$ cat src/rtl/grid_led.sv
// 6x6 memory-game LED grid: ORs four one-hot index decodes into a registered LED vector.
// Optional cursor blinking is enabled by defining CURSOR_BLINK_EN.
module grid_led #(
    parameter int NUM_LEDS   = 36,
    parameter int IDX_W      = 6,
    parameter int BLINK_HALF = 25000000
) (
    input  logic                clock,
    input  logic                reset_n,
    input  logic [IDX_W-1:0]    mem6x6,
    input  logic [IDX_W-1:0]    card1,
    input  logic [IDX_W-1:0]    card2,
    input  logic [IDX_W-1:0]    selectedCard,
    output logic [NUM_LEDS-1:0] LEDs
);

    // Indices at or above NUM_LEDS match no bit, so they decode to zero.
    function automatic logic [NUM_LEDS-1:0] dec(input logic [IDX_W-1:0] idx);
        logic [NUM_LEDS-1:0] v;
        v = '0;
        for (int i = 0; i < NUM_LEDS; i++) begin
            v[i] = (32'(idx) == i);
        end
        return v;
    endfunction

    logic [NUM_LEDS-1:0] r_leds;
    logic [NUM_LEDS-1:0] w_cursor;
    logic [NUM_LEDS-1:0] w_fixed;
    logic [NUM_LEDS-1:0] w_next;
    logic                w_phase;

`ifdef CURSOR_BLINK_EN
    localparam int CW = (BLINK_HALF > 1) ? $clog2(BLINK_HALF) : 1;

    logic [CW-1:0] r_cnt;
    logic          r_phase;

    always_ff @(posedge clock or negedge reset_n) begin
        if (!reset_n) begin
            r_cnt   <= '0;
            r_phase <= 1'b1;
        end else if (r_cnt == CW'(BLINK_HALF - 1)) begin
            r_cnt   <= '0;
            r_phase <= ~r_phase;
        end else begin
            r_cnt   <= r_cnt + 1'b1;
        end
    end

    assign w_phase = r_phase;
`else
    assign w_phase = (BLINK_HALF >= 1);
`endif

    // A cursor sitting on a card stays lit through the card's own term.
    assign w_cursor = dec(mem6x6) & {NUM_LEDS{w_phase}};
    assign w_fixed  = dec(card1) | dec(card2) | dec(selectedCard);
    assign w_next   = w_cursor | w_fixed;

    always_ff @(posedge clock or negedge reset_n) begin
        if (!reset_n) begin
            r_leds <= '0;
        end else begin
            r_leds <= w_next;
        end
    end

    assign LEDs = r_leds;

endmodule

$ cat config.mk
export PLATFORM = sky130hd
export DESIGN_NAME = grid_led
export DESIGN_NICKNAME = d
export VERILOG_FILES = /design/src/rtl/grid_led.sv
export SDC_FILE = /design/constraint.sdc
export NUM_CORES = 1
export LEC_CHECK = 0
export CORE_ASPECT_RATIO = 0.75
export CORE_MARGIN = 2
export CORE_UTILIZATION = 55
export CTS_BUF_LIST = sky130_fd_sc_hd__clkbuf_8
export CTS_CLUSTER_SIZE = 16
export DETAILED_ROUTE_END_ITERATION = 16
export DONT_BUFFER_PORTS = 1
export PLACE_DENSITY = 0.7
export REMOVE_ABC_BUFFERS = 1
export SKIP_CTS_REPAIR_TIMING = 1
export SLEW_MARGIN = 20
export SYNTH_ARGS = -nofsm -noshare
export SYNTH_HDL_FRONTEND = slang
export SYNTH_SLANG_ARGS = --single-unit
$ cat constraint.sdc
create_clock -name clock -period 0.8 [get_ports clock]
set_clock_uncertainty 0.1 [all_clocks]
set_input_delay 0.08 -clock clock [delete_from_list [all_inputs] [get_ports clock]]
set_output_delay 0.08 -clock clock [all_outputs]
set_load 0.01 [all_outputs]
==> out/results.txt <==
initial antenna violation count = 0
critical path required time = 620 ps
Die Ht = 56.1 um
worst vdd ir = 1.31 mV
Max-Cap Viols = 0
Slew @ Worst Pin = 553 ps
leading area contributor after synthesis = dfrtp_1
Comb pwr share = 12.8%
initial core utilization = 58.9%
CTS clk-pin slew, worst paths = 70 ps
worst setup margin = -84.2 ps
Hold Path Class = primary input to async pin
CTS root buf = clkbuf_8
# rows = 18
fin crit share = 111%
P_int = 2.85 mW
global-route wire length before repair = 10100 um
part of the power in registers = 50.8%
post-route ant nets = 0
Synth Cell Area = 0.00199 sq mm
port bufs = 0
highest clock frequency the design can meet = 1130 MHz
Max-slew headroom = 63.1%
cts bufs inserted = 5
Die X = 73.4 um
switching pwr = 978 uW
Fin. Hold Viols = 40
number of global-route vias before repair = 1868
Net Sw Frac = 25.5%
post-DP HPWL = 4650 um
total track usage = 33.5%
Bufs on Longest Clock Path = 2
ant diodes = 0
Synth top area share = 45.3%
Pre-antenna DRT Iters = 5
PD cells = 1670 mW/mm^2
vias after detailed routing = 1920
die footprint = 0.00412 sq mm
Sum Neg Setup Slack = -2700 ps
Seq cells post-synth = 36
Post-Place Setup Slack = -441 ps
Core ar. = 0.00338 sq mm
Clock Power Share = 36.3%
CP Max Fanout = 1
post-placement cell count = 232
wire per inst = 28.1 um
max-slew violation total from the final report = 0
synth warn = 0
failing checks = negative hold slack, negative setup slack
arrival time worst endpoint = 700 ps
RSZ-0062 raised after global routing = true
pin count of the biggest net entering global routing = 37
Non-Filler Instances = 239
aggregate global routing overflow = 0
1st-iter DRT viols = 302
Pleak = 0.895 nW
share of layout cells above drive strength 1 = 21.6%
Nets = 225
Synth cell types = 20
Synth Area per Inst = 10.9 sq um
final setup fails = 36
IO Pins = 62
area delta synth->final = 15.2%
WL final = 6710 um
result of the run = finished, violations left
Setup Crit Path Kind = register to output pin
ranking of synthesized cells by area = dfrtp_1 (45%), o221ai_1 (16%), a22oi_1 (11%)
Worst setup SP type = register
DRC errors left = 0
CTS Sinks = 36
fin crit period = 884 ps
tightest hold margin = -624 ps
htree depth = 2
post-synthesis sequential area ratio = 45.3%
Post-Synthesis Cells = 183
vias per inst = 8.03
GPL Wtd Cong = 0.995
max reg flops = 36
TritonCTS clock tree = built
Critical Path Sink Type = output pin
worst paths after layout:
| check | start | endpoint | slack, ps | cells after the start |
|---|---|---|---|---|
| max | LEDs[1] | LEDs[1] | -80 | 0 |
| min | reset_n | LEDs[0] | -620 | 0 |
| max in group asynchronous | reset_n | LEDs[34] | 1150 | 0 |
| min in group clock | card2[3] | LEDs[30] | -10 | 2 |
layer usage:
layer	vias up	share of wire, %	GRT usage, %
met2	177	42	45.5
met4	0	2.7	14.8
met1	921	40	49.5
met3	18	15	8.70
li1	804	-	-
met5	-	0	0
per-stage QoR:
stage	util (%)	area, sq um	power (mW)
after floorplan	-	1950	2.24
after global placement	64.6	2180	2.44
after detailed placement	64.6	2180	2.45
after CTS	67.4	2280	3.81
after global routing	67.8	2290	3.93
final	67.8	2290	3.83
synthesized netlist by cell type, drive strengths merged:
cell type / count
a22oi: 30
a32oi: 6
and2: 2
and4b: 2
and4bb: 6
buf: 5
clkbuf: 5
dfrtp: 36
nand2: 14
nand2b: 4
nand3: 4
nand3b: 2
nor2: 8
nor2b: 12
nor4: 1
nor4b: 8
o221ai: 36
or2: 2
cell families (layout without fill, tap and decap cells):
kind of cell,Yosys count,count (layout),share of synthesized area [%]
AO/OA/AOI/OAI,72,72,29.8
buffers and inverters,10,26,1.89
flip-flops,36,36,45.3
AND/OR/NAND/NOR,65,65,23.0
area by class of cell:
class                      instances  area (sq um)
tap                               40          50.0
clock buffer                       7          96.3
sequential                        36           901
multi-input combinational        137          1060
timing repair buffer              19           180
fill                             282          1090
cells in the final DEF, fill, tap and decap left out, drive strengths merged:
master	Yosys	layout
dfrtp	36	36
o221ai	36	36
a22oi	30	30
buf	5	19
nand2	14	14
nor2b	12	12
nor4b	8	8
nor2	8	8
clkbuf	5	7
a32oi	6	6
and4bb	6	6
nand2b	4	4
nand3	4	4
and2	2	2
or2	2	2
nand3b	2	2
and4b	2	2
nor4	1	1
power groups by stage:
stage / logic [mW] / registers (mW) / clock network [mW]
2_1_floorplan: 0.266 / 1.97 / 0
3_3_place_gp: 0.454 / 1.98 / 0
3_5_place_dp: 0.468 / 1.98 / 0
4_1_cts: 0.470 / 1.95 / 1.39
5_1_grt: 0.513 / 1.95 / 1.46
6_report: 0.492 / 1.95 / 1.39
(Power assumes the default switching activity.)
